`config.mk`:
```
export PLATFORM = sky130hd
export DESIGN_NAME = sort_packet_tx
export DESIGN_NICKNAME = d
export VERILOG_FILES = /design/src/rtl/sort_packet_tx.sv
export SDC_FILE = /design/constraint.sdc
export NUM_CORES = 1
export LEC_CHECK = 0
export BUFFER_PORTS_ARGS = -buffer_cell sky130_fd_sc_hd__buf_2
export CORE_MARGIN = 2
export CORE_UTILIZATION = 50
export DETAILED_ROUTE_END_ITERATION = 6
export HOLD_SLACK_MARGIN = 0.12
export PLACE_DENSITY = 0.76
export SETUP_SLACK_MARGIN = 0.15
export SYNTH_ARGS = -nofsm -noshare
export SYNTH_HDL_FRONTEND = slang
export SYNTH_SLANG_ARGS = --single-unit
```
`constraint.sdc`:
```
create_clock -name src_clock -period 6.73 [get_ports src_clock]
set_clock_uncertainty 0.15 [all_clocks]
set_input_delay 0.673 -clock src_clock [delete_from_list [all_inputs] [get_ports src_clock]]
set_output_delay 0.673 -clock src_clock [all_outputs]
set_load 0.05 [all_outputs]
```
`src/rtl/sort_packet_tx.sv`:
```
// sort_packet_tx: single-packet buffer filled by a local loader,
// then streamed out as a valid/sop/eop beat sequence.
module sort_packet_tx #(
  parameter int DATA_WIDTH = 8,
  parameter int MAX_LENGTH = 8
) (
  input  logic                  src_clock,
  input  logic                  src_reset_n,
  input  logic                  ld_valid,
  output logic                  ld_ready,
  input  logic [DATA_WIDTH-1:0] ld_data,
  input  logic                  ld_last,
  input  logic                  src_ready,
  output logic                  src_valid,
  output logic                  src_sop,
  output logic                  src_eop,
  output logic [DATA_WIDTH-1:0] src_data,
  output logic                  pkt_done,
  output logic                  pkt_trunc
);

  localparam int CW = $clog2(MAX_LENGTH) + 1;
  localparam int IW = $clog2(MAX_LENGTH);

  localparam logic [1:0] S_LOAD  = 2'd0;
  localparam logic [1:0] S_DRAIN = 2'd1;
  localparam logic [1:0] S_SEND  = 2'd2;

  logic [1:0]            state_q, state_d;
  logic [CW-1:0]         wr_cnt_q, wr_cnt_d;
  logic [CW-1:0]         rd_cnt_q, rd_cnt_d;
  logic [CW-1:0]         len_q, len_d;
  logic                  ld_ready_q, ld_ready_d;
  logic                  valid_q, valid_d;
  logic                  sop_q, sop_d;
  logic                  eop_q, eop_d;
  logic [DATA_WIDTH-1:0] data_q, data_d;
  logic                  done_q, done_d;
  logic                  trunc_q, trunc_d;

  logic [DATA_WIDTH-1:0] mem_q [MAX_LENGTH];
  logic                  wr_en;
  logic [IW-1:0]         wr_idx;
  logic [IW-1:0]         rd_idx;
  logic                  ld_acc;
  logic                  src_acc;

  assign ld_acc  = ld_valid && ld_ready_q;
  assign src_acc = valid_q && src_ready;
  assign wr_idx  = wr_cnt_q[IW-1:0];
  assign rd_idx  = IW'(rd_cnt_q + CW'(1));

  // Next-state logic for the load / drain / send sequence
  always_comb begin
    state_d    = state_q;
    wr_cnt_d   = wr_cnt_q;
    rd_cnt_d   = rd_cnt_q;
    len_d      = len_q;
    ld_ready_d = ld_ready_q;
    valid_d    = valid_q;
    sop_d      = sop_q;
    eop_d      = eop_q;
    data_d     = data_q;
    done_d     = 1'b0;
    trunc_d    = 1'b0;
    wr_en      = 1'b0;
    unique case (state_q)
      S_LOAD: begin
        ld_ready_d = 1'b1;
        if (ld_acc) begin
          wr_en    = 1'b1;
          wr_cnt_d = wr_cnt_q + CW'(1);
          if (ld_last) begin
            len_d      = wr_cnt_q + CW'(1);
            state_d    = S_SEND;
            ld_ready_d = 1'b0;
            valid_d    = 1'b1;
            sop_d      = 1'b1;
            eop_d      = (wr_cnt_q == '0);
            // word 0 is being written this same edge
            data_d     = (wr_cnt_q == '0) ? ld_data : mem_q[0];
          end else if (wr_cnt_q == CW'(MAX_LENGTH - 1)) begin
            len_d   = CW'(MAX_LENGTH);
            trunc_d = 1'b1;
            state_d = S_DRAIN;
          end
        end
      end
      S_DRAIN: begin
        ld_ready_d = 1'b1;
        if (ld_acc && ld_last) begin
          state_d    = S_SEND;
          ld_ready_d = 1'b0;
          valid_d    = 1'b1;
          sop_d      = 1'b1;
          eop_d      = 1'b0;
          data_d     = mem_q[0];
        end
      end
      S_SEND: begin
        ld_ready_d = 1'b0;
        if (src_acc) begin
          if (eop_q) begin
            valid_d    = 1'b0;
            sop_d      = 1'b0;
            eop_d      = 1'b0;
            data_d     = '0;
            done_d     = 1'b1;
            wr_cnt_d   = '0;
            rd_cnt_d   = '0;
            ld_ready_d = 1'b1;
            state_d    = S_LOAD;
          end else begin
            rd_cnt_d = rd_cnt_q + CW'(1);
            data_d   = mem_q[rd_idx];
            sop_d    = 1'b0;
            eop_d    = ((rd_cnt_q + CW'(2)) == len_q);
          end
        end
      end
      default: begin
        state_d = S_LOAD;
      end
    endcase
  end

  // Control and output registers
  always_ff @(posedge src_clock or negedge src_reset_n) begin
    if (!src_reset_n) begin
      state_q    <= S_LOAD;
      wr_cnt_q   <= '0;
      rd_cnt_q   <= '0;
      len_q      <= '0;
      ld_ready_q <= 1'b0;
      valid_q    <= 1'b0;
      sop_q      <= 1'b0;
      eop_q      <= 1'b0;
      data_q     <= '0;
      done_q     <= 1'b0;
      trunc_q    <= 1'b0;
    end else begin
      state_q    <= state_d;
      wr_cnt_q   <= wr_cnt_d;
      rd_cnt_q   <= rd_cnt_d;
      len_q      <= len_d;
      ld_ready_q <= ld_ready_d;
      valid_q    <= valid_d;
      sop_q      <= sop_d;
      eop_q      <= eop_d;
      data_q     <= data_d;
      done_q     <= done_d;
      trunc_q    <= trunc_d;
    end
  end

  // Packet buffer; contents need no reset
  always_ff @(posedge src_clock) begin
    if (wr_en) begin
      mem_q[wr_idx] <= ld_data;
    end
  end

  assign ld_ready  = ld_ready_q;
  assign src_valid = valid_q;
  assign src_sop   = sop_q;
  assign src_eop   = eop_q;
  assign src_data  = data_q;
  assign pkt_done  = done_q;
  assign pkt_trunc = trunc_q;

endmodule

```
**Word level (Yosys, flattened, before mapping)**

Memories as Yosys holds them, arrays and structs flattened.
Index checks and enable logic that the tools add are counted.

- Bits in latches: 0
- Logic and storage cells: 89
- Flip-flop bits (word level): 28
- ROM bits: 0
- Memories: 1
- Bits of input ports: 13
- Memory bits (writable): 64
- Output and inout bits: 14

- Multipliers: 0
- Equality and inequality tests: 10
- Reduce and logical (&&, ||, !) cells: 14
- Shift operators: 0
- Add/subtract/negate cells: 3
- Mux-type cells: 50
- Bitwise operators: 0
- Order comparisons: 0
- Div/mod/pow operators: 0

Memory list:

| memory | words | width | rd ports | clocked after memory_dff | wr ports | line | source |
|---|---|---|---|---|---|---|---|
| mem_q | 8 | 8 | 2 | 0 | 1 | 41 | `logic [DATA_WIDTH-1:0] mem_q [MAX_LENGTH];` |

Operator list:

| operator | count |
|---|---|
| $mux W8 | 6 |
| $mux W1 | 25 |
| $mux W4 | 6 |
| $pmux W8 S3 | 1 |
| $mux W2 | 6 |
| $pmux W1 S3 | 4 |
| $ne A2 B2 Y1 const B | 5 |
| $reduce_and A5 Y1 | 2 |
| $add A4 B1 Y4 const B | 2 |
| $pmux W4 S2 | 1 |
| $pmux W2 S3 | 1 |
| $reduce_and A6 Y1 | 1 |
| $add A4 B2 Y4 const B | 1 |
| $eq A4 B3 Y1 const B | 1 |
| $eq A4 B4 Y1 | 1 |
| $logic_not A4 Y1 | 1 |
| $reduce_and A4 Y1 | 1 |
| $reduce_bool A2 Y1 | 2 |
| $logic_and A1 B1 Y1 | 3 |
| $ne A3 B3 Y1 const B | 1 |
| $reduce_and A3 Y1 | 1 |
| $reduce_bool A3 Y1 | 1 |
| $eq A2 B1 Y1 const B | 1 |
| $eq A2 B2 Y1 const B | 1 |
| other kinds (2) | 2 |

**Logic depth before layout (Yosys ltp)**

Gate-level depths: netlist of the first run.

- Depth after elaboration: 5
- Depth in mapped cells: 7

**Least setup slack after synthesis of the first run**

Ideal clock, no wire load.

- Path kind: register to register
- From: register ld_ready_q, in the netlist ld_ready
- To: memory mem_q[1][0] (enable)
- Stages on the path, launching flop included: 4
- Arrival time: 1.689 ns
- Path slack: 4.508 ns
- Setup time: 0.383 ns
- Required time: 6.197 ns
- Path through: dfrtp_1 -> and3_1 -> nand2_1 -> nor3_1

- Word-level cells in the longest chain between the ends: 5

Ends and longest elaborated chain:

| item | line | source |
|---|---|---|
| start, declared | 33 | `logic ld_ready_q, ld_ready_d;` |
| start signal, assigned | 146 | `ld_ready_q <= ld_ready_d;` |
| $logic_and A1 B1 Y1 | 48 | `assign ld_acc = ld_valid && ld_ready_q;` |
| $mux W1 | 70 | `if (ld_acc) begin` |
| $mux W1 | 67 | `unique case (state_q)` |
| $mux W1 | 158 | `if (wr_en) begin` |
| $mux W1 (implied by the code) | 159 | `mem_q[wr_idx] <= ld_data;` |
| end, declared | 41 |  |

No other way between the ends.

**Worst setup path in the final report of the first run**

- From: register rd_cnt_q[0]
- To: register data_q[3], in the netlist src_data[3]

- Word-level cells in the longest chain between the ends: 5

Ends and longest elaborated chain:

| item | line | source |
|---|---|---|
| start, declared | 31 | `logic [CW-1:0] rd_cnt_q, rd_cnt_d;` |
| start signal, assigned | 144 | `rd_cnt_q <= rd_cnt_d;` |
| $add A4 B1 Y4 | n/a |  |
| $mem_v2 Z8 W8 | n/a |  |
| $mux W8 | 103 | `if (eop_q) begin` |
| $mux W8 | 102 | `if (src_acc) begin` |
| $pmux W8 S3 | 67 |  |
| end signal, assigned | 150 | `data_q <= data_d;` |
| end, declared | 37 | `logic [DATA_WIDTH-1:0] data_q, data_d;` |

No other way between the ends. The select of a mux whose other input is x is not followed.
A chain may end at the register's enable or synchronous reset.

==> results.py, run 1 <==
metrics = {
    "status": {
        "outcome": "finished, final reports clean",
    },
    "route": {
        "drcViolationCount": 0,
        "via_per_inst": 6.02,
        "drtIter0Drc": 164,
        "routed_wl_mm": 9.08,
        "wl_per_cell_um": 19.1,
        "drt_pass1_iterations": 5,
        "vias": 2859,
        "ant_nets": 0,
    },
    "worst_setup_path": {
        "path_class": "reg -> reg",
        "rrSetupSlack_ns": 3.97,
        "critPathArrivalTime_ns": 2.83,
        "end_kind": "flop",
        "path_max_fanout": 40,
        "worstPathRequired_ns": 6.80,
        "crit_path_start_kind": "flop",
    },
    "synthesis": {
        "ys_seq_area_share_pct": 61.2,
        "async_reset_ff_share_pct": 30.4,
        "yosys-top-cells-area": "edfxtp_1 45%, dfrtp_1 16%, mux2i_1 5.6%, nand2_1 3.0%, ha_1 2.3%",
        "avgSynthCellArea_um2": 12.5,
        "synth_edf_count": 64,
        "netlist_area_mm2": 0.00429,
        "yosys.area.top_type": "edfxtp_1",
        "syn_inst": 344,
        "synth_top_area_share_pct": 44.8,
        "ys_seq_elements": 92,
        "synth_nets": 365,
        "synth_cell_types": 47,
        "synth_warnings": 0,
        "synth_ff_type": "edfxtp_1",
    },
    "grt": {
        "grt_pass1_vias": 2930,
        "grt_pass1_wl_mm": 14.8,
        "grt_overflow": 0,
        "track_usage_pct": 20.4,
        "antenna_found_initial": 0,
        "grt_max_degree": 41,
    },
    "floorplanning": {
        "coreArea_mm2": 0.00826,
        "start_util_pct": 51.9,
        "die_h_um": 96.6,
        "die_area_mm2": 0.00933,
        "die_w_um": 96.6,
        "ios": 27,
        "rows": 33,
    },
    "timing": {
        "tns_ns": 0,
        "whs_ns": 0.185,
        "finalCritPeriodShare_pct": 41.0,
        "fin_crit_ns": 2.76,
        "maxSlewViolCount": 0,
        "rsz0062_at_grt": "false",
        "tightest_slew_ns": 1.14,
        "fmax_mhz": 363,
        "slew_headroom_pct": 23.9,
        "finalHoldViolations": 0,
        "setup_viol": 0,
    },
    "final_layout": {
        "most-common-layout-cells": "64 x edfxtp_1, 34 x nand2_1, 28 x dfrtp_1, 26 x buf_2, 24 x mux2i_1",
        "num_antenna_cells": 0,
        "layout_commonest_cell": "edfxtp_1",
        "syn_to_final_growth_pct": 8.96,
        "fin_area_mm2": 0.00467,
        "layout.nets": 386,
        "fin_util_pct": 56.6,
        "fillCellCount": 660,
        "drive_gt1_share_pct": 15.4,
    },
    "place": {
        "dp_hpwl_mm": 5.75,
        "gp_congestion": 0.829,
        "dpl-instance-area_mm2": 0.00447,
        "io_buffers": 26,
    },
    "clock_tree": {
        "clock_sinks": 92,
        "cts_hold_buf": 0,
        "clock_tree.root_cell": "clkbuf_8",
        "htree_num_levels": 3,
        "numCtsBuffers": 9,
        "insertion_delay_ns": 0.36,
        "path_clk_slew_ns": 0.10,
        "cts_buffer_depth": 2,
        "ctsResizeCount": 0,
        "cts_tree": "yes",
        "post_cts_buffers": 0,
    },
    "pwr": {
        "power_density_mw_per_mm2": 452,
        "power_uw": 2110,
        "vdd_drop_max_uv": 219,
        "leakage_uw": 0.00173,
    },
    "job": {
        "maxCapViolCount": 0,
    },
    "worst_hold_path": {
        "hold_class": "in -> async",
    },
}
[routing by layer]
metal	part of all wire (%)	track usage, %	vias to the layer above	wire [um]
met1	43	26.8	1409	3870
met2	49	31.9	105	4410
met4	1.9	11.4	0	174
met5	0	0	-	0
li1	-	-	1329	-
met3	6.9	3.97	16	624
[final timing paths]
kind / startpoint / depth (start not counted) / to
worst max-delay path: rd_cnt_q[0]$_DFFE_PN0P_ / 6 / src_data[3]$_DFFE_PN0P_
worst min-delay path: src_reset_n / 1 / src_data[4]$_DFFE_PN0P_
worst max register to register: rd_cnt_q[0]$_DFFE_PN0P_ / 6 / src_data[3]$_DFFE_PN0P_
worst min register to register: src_data[6]$_DFFE_PN0P_ / 2 / src_data[6]$_DFFE_PN0P_
max in group asynchronous: src_reset_n / 1 / len_q[0]$_DFFE_PN0P_
min in group src_clock: src_data[6]$_DFFE_PN0P_ / 2 / src_data[6]$_DFFE_PN0P_
[layout make-up]
type / count / area, um2 / share of cell area, %
Multi-Input combinational cell: 228 / 1560 / 33.3
Timing Repair Buffer: 27 / 138 / 2.95
Sequential cell: 92 / 2620 / 56.1
Inverter: 7 / 26.3 / 0.562
Clock inverter: 7 / 73.8 / 1.58
Clock buffer: 9 / 124 / 2.65
Tap cell: 105 / 131 / 2.81
[flip-flops by register name, indices dropped and copies added, names as in the netlist]
| register | cells |
|---|---|
| src_sop | 1 |
| src_eop | 1 |
| mem_q | 64 |
| ld_ready | 1 |
| src_valid | 1 |
| src_data | 8 |
| state_q | 2 |
| rd_cnt_q | 4 |
| pkt_done | 1 |
| pkt_trunc | 1 |
| len_q | 4 |
| wr_cnt_q | 4 |
[report_power, final]
| group | switching [uW] | internal, uW |
|---|---|---|
| logic | 603 | 347 |
| registers | 96.1 | 689 |
| clock network | 201 | 174 |
[through the flow]
step                instances  worst slack, ns
finish                    475             3.97
global placement          459             4.09
detailed placement        459             4.03
global route              475             3.85
floorplan                 344             4.51
CTS                       475             3.99
[critical path, stage by stage, from the launching register on]
cell	delay, ns
dfrtp_1	0.91
ha_1	0.31
buf_4	0.46
mux2i_1	0.29
a22oi_1	0.12
a32oi_1	0.24
o31ai_2	0.09
[synth_stat cells, types with 9 or more instances]
master / n
nor2b_1: 13
nor2_1: 9
nand2_1: 34
a21oi_1: 12
nand3_1: 20
a22oi_1: 10
o21ai_0: 20
edfxtp_1: 64
dfrtp_1: 28
nand2b_1: 14
mux2i_1: 24
[logic make-up after synthesis]
group | share of synthesized area [%]
xor+xnor | 1.63
flops | 61.2
compound gates | 13.6
buf+inv | 2.77
fa+ha+maj | 2.33
simple gates | 12.9
mux | 5.60
Power figures use the tool's default switching activity.
==> run 2, diff against run 1 <==
PLACE_DENSITY = 0.78   (was 0.76)
clock period = 2.3 ns   (was 6.73 ns; I/O delays follow)
==> run 2 against run 1 <==
  * Combinational power rose to 3.3 times the previous value
  * Hold slack got worse by 0.048 ns
  * Design area rose by 6.6%
  * Clock power rose to 3.1 times the previous value
  * Global-route usage fell by 0.27 points
  * Sequential power increased to 2.9 times the previous value
  * Critical path type unchanged
==> results.py, run 2 (same netlist as run 1, synthesis figures left out) <==
metrics = {
    "status": {
        "outcome": "finished, final reports clean",
    },
    "floorplanning": {
        "die_h_um": 96.6,
        "ios": 27,
        "die_area_mm2": 0.00933,
        "die_w_um": 96.6,
        "start_util_pct": 51.9,
        "rows": 33,
        "coreArea_mm2": 0.00826,
    },
    "timing": {
        "fmax_mhz": 477,
        "slew_headroom_pct": 57.1,
        "fin_crit_ns": 2.10,
        "tns_ns": 0,
        "whs_ns": 0.137,
        "setup_viol": 0,
        "finalHoldViolations": 0,
        "tightest_slew_ns": 0.644,
        "rsz0062_at_grt": "true",
        "finalCritPeriodShare_pct": 91.1,
        "maxSlewViolCount": 0,
    },
    "worst_hold_path": {
        "hold_class": "in -> reg",
        "holdPathStages": 3,
    },
    "route": {
        "ant_nets": 0,
        "vias": 2933,
        "drt_pass1_iterations": 5,
        "via_per_inst": 5.84,
        "wl_per_cell_um": 18.2,
        "routed_wl_mm": 9.13,
        "drtIter0Drc": 228,
        "drcViolationCount": 0,
    },
    "clock_tree": {
        "clock_sinks": 92,
        "cts_tree": "yes",
        "path_clk_slew_ns": 0.10,
        "clock_tree.root_cell": "clkbuf_8",
        "insertion_delay_ns": 0.36,
        "htree_num_levels": 3,
        "cts_buffer_depth": 2,
        "numCtsBuffers": 9,
        "post_cts_buffers": 0,
    },
    "grt": {
        "grt_overflow": 0,
        "antenna_found_initial": 0,
        "grt_max_degree": 41,
        "grt_pass1_wl_mm": 14.7,
        "track_usage_pct": 20.1,
        "grt_pass1_vias": 2804,
    },
    "job": {
        "maxCapViolCount": 0,
    },
    "final_layout": {
        "layout_commonest_cell": "edfxtp_1",
        "layout.nets": 413,
        "num_antenna_cells": 0,
        "regArea_mm2": 0.00262,
        "multiInputGateArea_mm2": 0.00159,
        "most-common-layout-cells": "64 x edfxtp_1, 34 x nand2_1, 28 x dfrtp_1, 26 x buf_2, 21 x mux2i_1",
        "syn_to_final_growth_pct": 16.2,
        "drive_gt1_share_pct": 20.2,
        "fillCellCount": 629,
        "largest_register": "mem_q",
        "largest_reg_flops": 64,
    },
    "pwr": {
        "seqPwrFrac_pct": 34.3,
        "p_switching_uw": 2740,
        "p_clk_share_pct": 17.6,
        "vdd_drop_max_uv": 606,
        "switching_share_pct": 42.0,
        "power_density_mw_per_mm2": 1310,
        "combPwrFrac_pct": 48.1,
        "leakage_uw": 0.00188,
        "internal-power_uw": 3780,
        "power_uw": 6520,
    },
    "worst_setup_path": {
        "rrSetupSlack_ns": 0.20,
        "critical_path.startpoint": "rd_cnt_q[1]$_DFFE_PN0P_",
        "r2r-start": "rd_cnt_q[1]$_DFFE_PN0P_",
        "path_class": "reg -> reg",
        "path_max_fanout": 20,
        "end_kind": "flop",
        "rr_worst_depth": 6,
        "crit_path_end": "src_data[4]$_DFFE_PN0P_",
        "worstPathRequired_ns": 2.40,
        "regToRegEndpoint": "src_data[4]$_DFFE_PN0P_",
        "critPathArrivalTime_ns": 2.19,
        "crit_path_start_kind": "flop",
    },
    "place": {
        "gp_congestion": 0.865,
        "dp_hpwl_mm": 6.15,
        "io_buffers": 26,
    },
}
-- run 2: how the worst min path moves through the flow --
stage | slack, ns | endpoint | from
5_1_grt | 0.13 | len_q[2]$_DFFE_PN0P_ | ld_valid
3_3_place_gp | 0.14 | ld_ready$_DFFE_PN0N_ | src_reset_n
2_1_floorplan | -0.22 | ld_ready$_DFFE_PN0N_ | src_reset_n
3_5_place_dp | 0.14 | pkt_done$_DFF_PN0_ | src_reset_n
6_report | 0.14 | len_q[2]$_DFFE_PN0P_ | ld_valid
4_1_cts | 0.13 | len_q[2]$_DFFE_PN0P_ | ld_valid
-- run 2: through the flow --
step / area [um2] / utilization (%) / setup WS (ns) / cells
5_1_grt: 4980 / 60.3 / 0.137 / 502
4_1_cts: 4920 / 59.6 / 0.182 / 501
2_1_floorplan: 4300 / - / 0.292 / 344
3_5_place_dp: 4590 / 55.6 / 0.250 / 473
6_report: 4980 / 60.3 / 0.205 / 502
3_3_place_gp: 4590 / 55.6 / 0.234 / 473
-- run 2: power by group through the flow --
stage	registers, uW	logic [uW]	clock network [uW]
after global placement	2260	2890	0
after CTS	2240	2980	1170
after global routing	2280	3400	1240
final	2240	3140	1150
after detailed placement	2270	2930	0
after floorplan	2550	2000	0
-- run 2: worst max-delay path, stage by stage, from the launching register on --
cell	delay, ns
dfrtp_1	0.43
ha_2	0.41
buf_12	0.20
mux2i_1	0.30
a22oi_1	0.16
a32oi_1	0.22
o31ai_2	0.09
-- run 2: routing by layer --
| metal | vias up | track usage [%] | wire, um |
|---|---|---|---|
| met5 | - | 0 | 0 |
| met4 | 0 | 6.93 | 141 |
| met3 | 12 | 3.90 | 534 |
| met2 | 112 | 29.4 | 4100 |
| met1 | 1425 | 30.4 | 4350 |
| li1 | 1384 | - | - |
-- run 2: final cells by class --
| type | count | area share (%) |
|---|---|---|
| clock inverters | 7 | 1.73 |
| clock buffers | 9 | 2.49 |
| well taps | 105 | 2.64 |
| repair buffers | 54 | 8.04 |
| multi-input cells | 228 | 31.9 |
| inverters | 7 | 0.528 |
| flip-flops and latches | 92 | 52.7 |
-- run 2: repair_timing --
| action | CTS | global route |
|---|---|---|
| resized for setup | 0 | 8 |
| hold buffers | 12 | 0 |
| endpoints found under the setup margin | 0 | 8 |
| endpoints found under the hold margin | 95 | 0 |
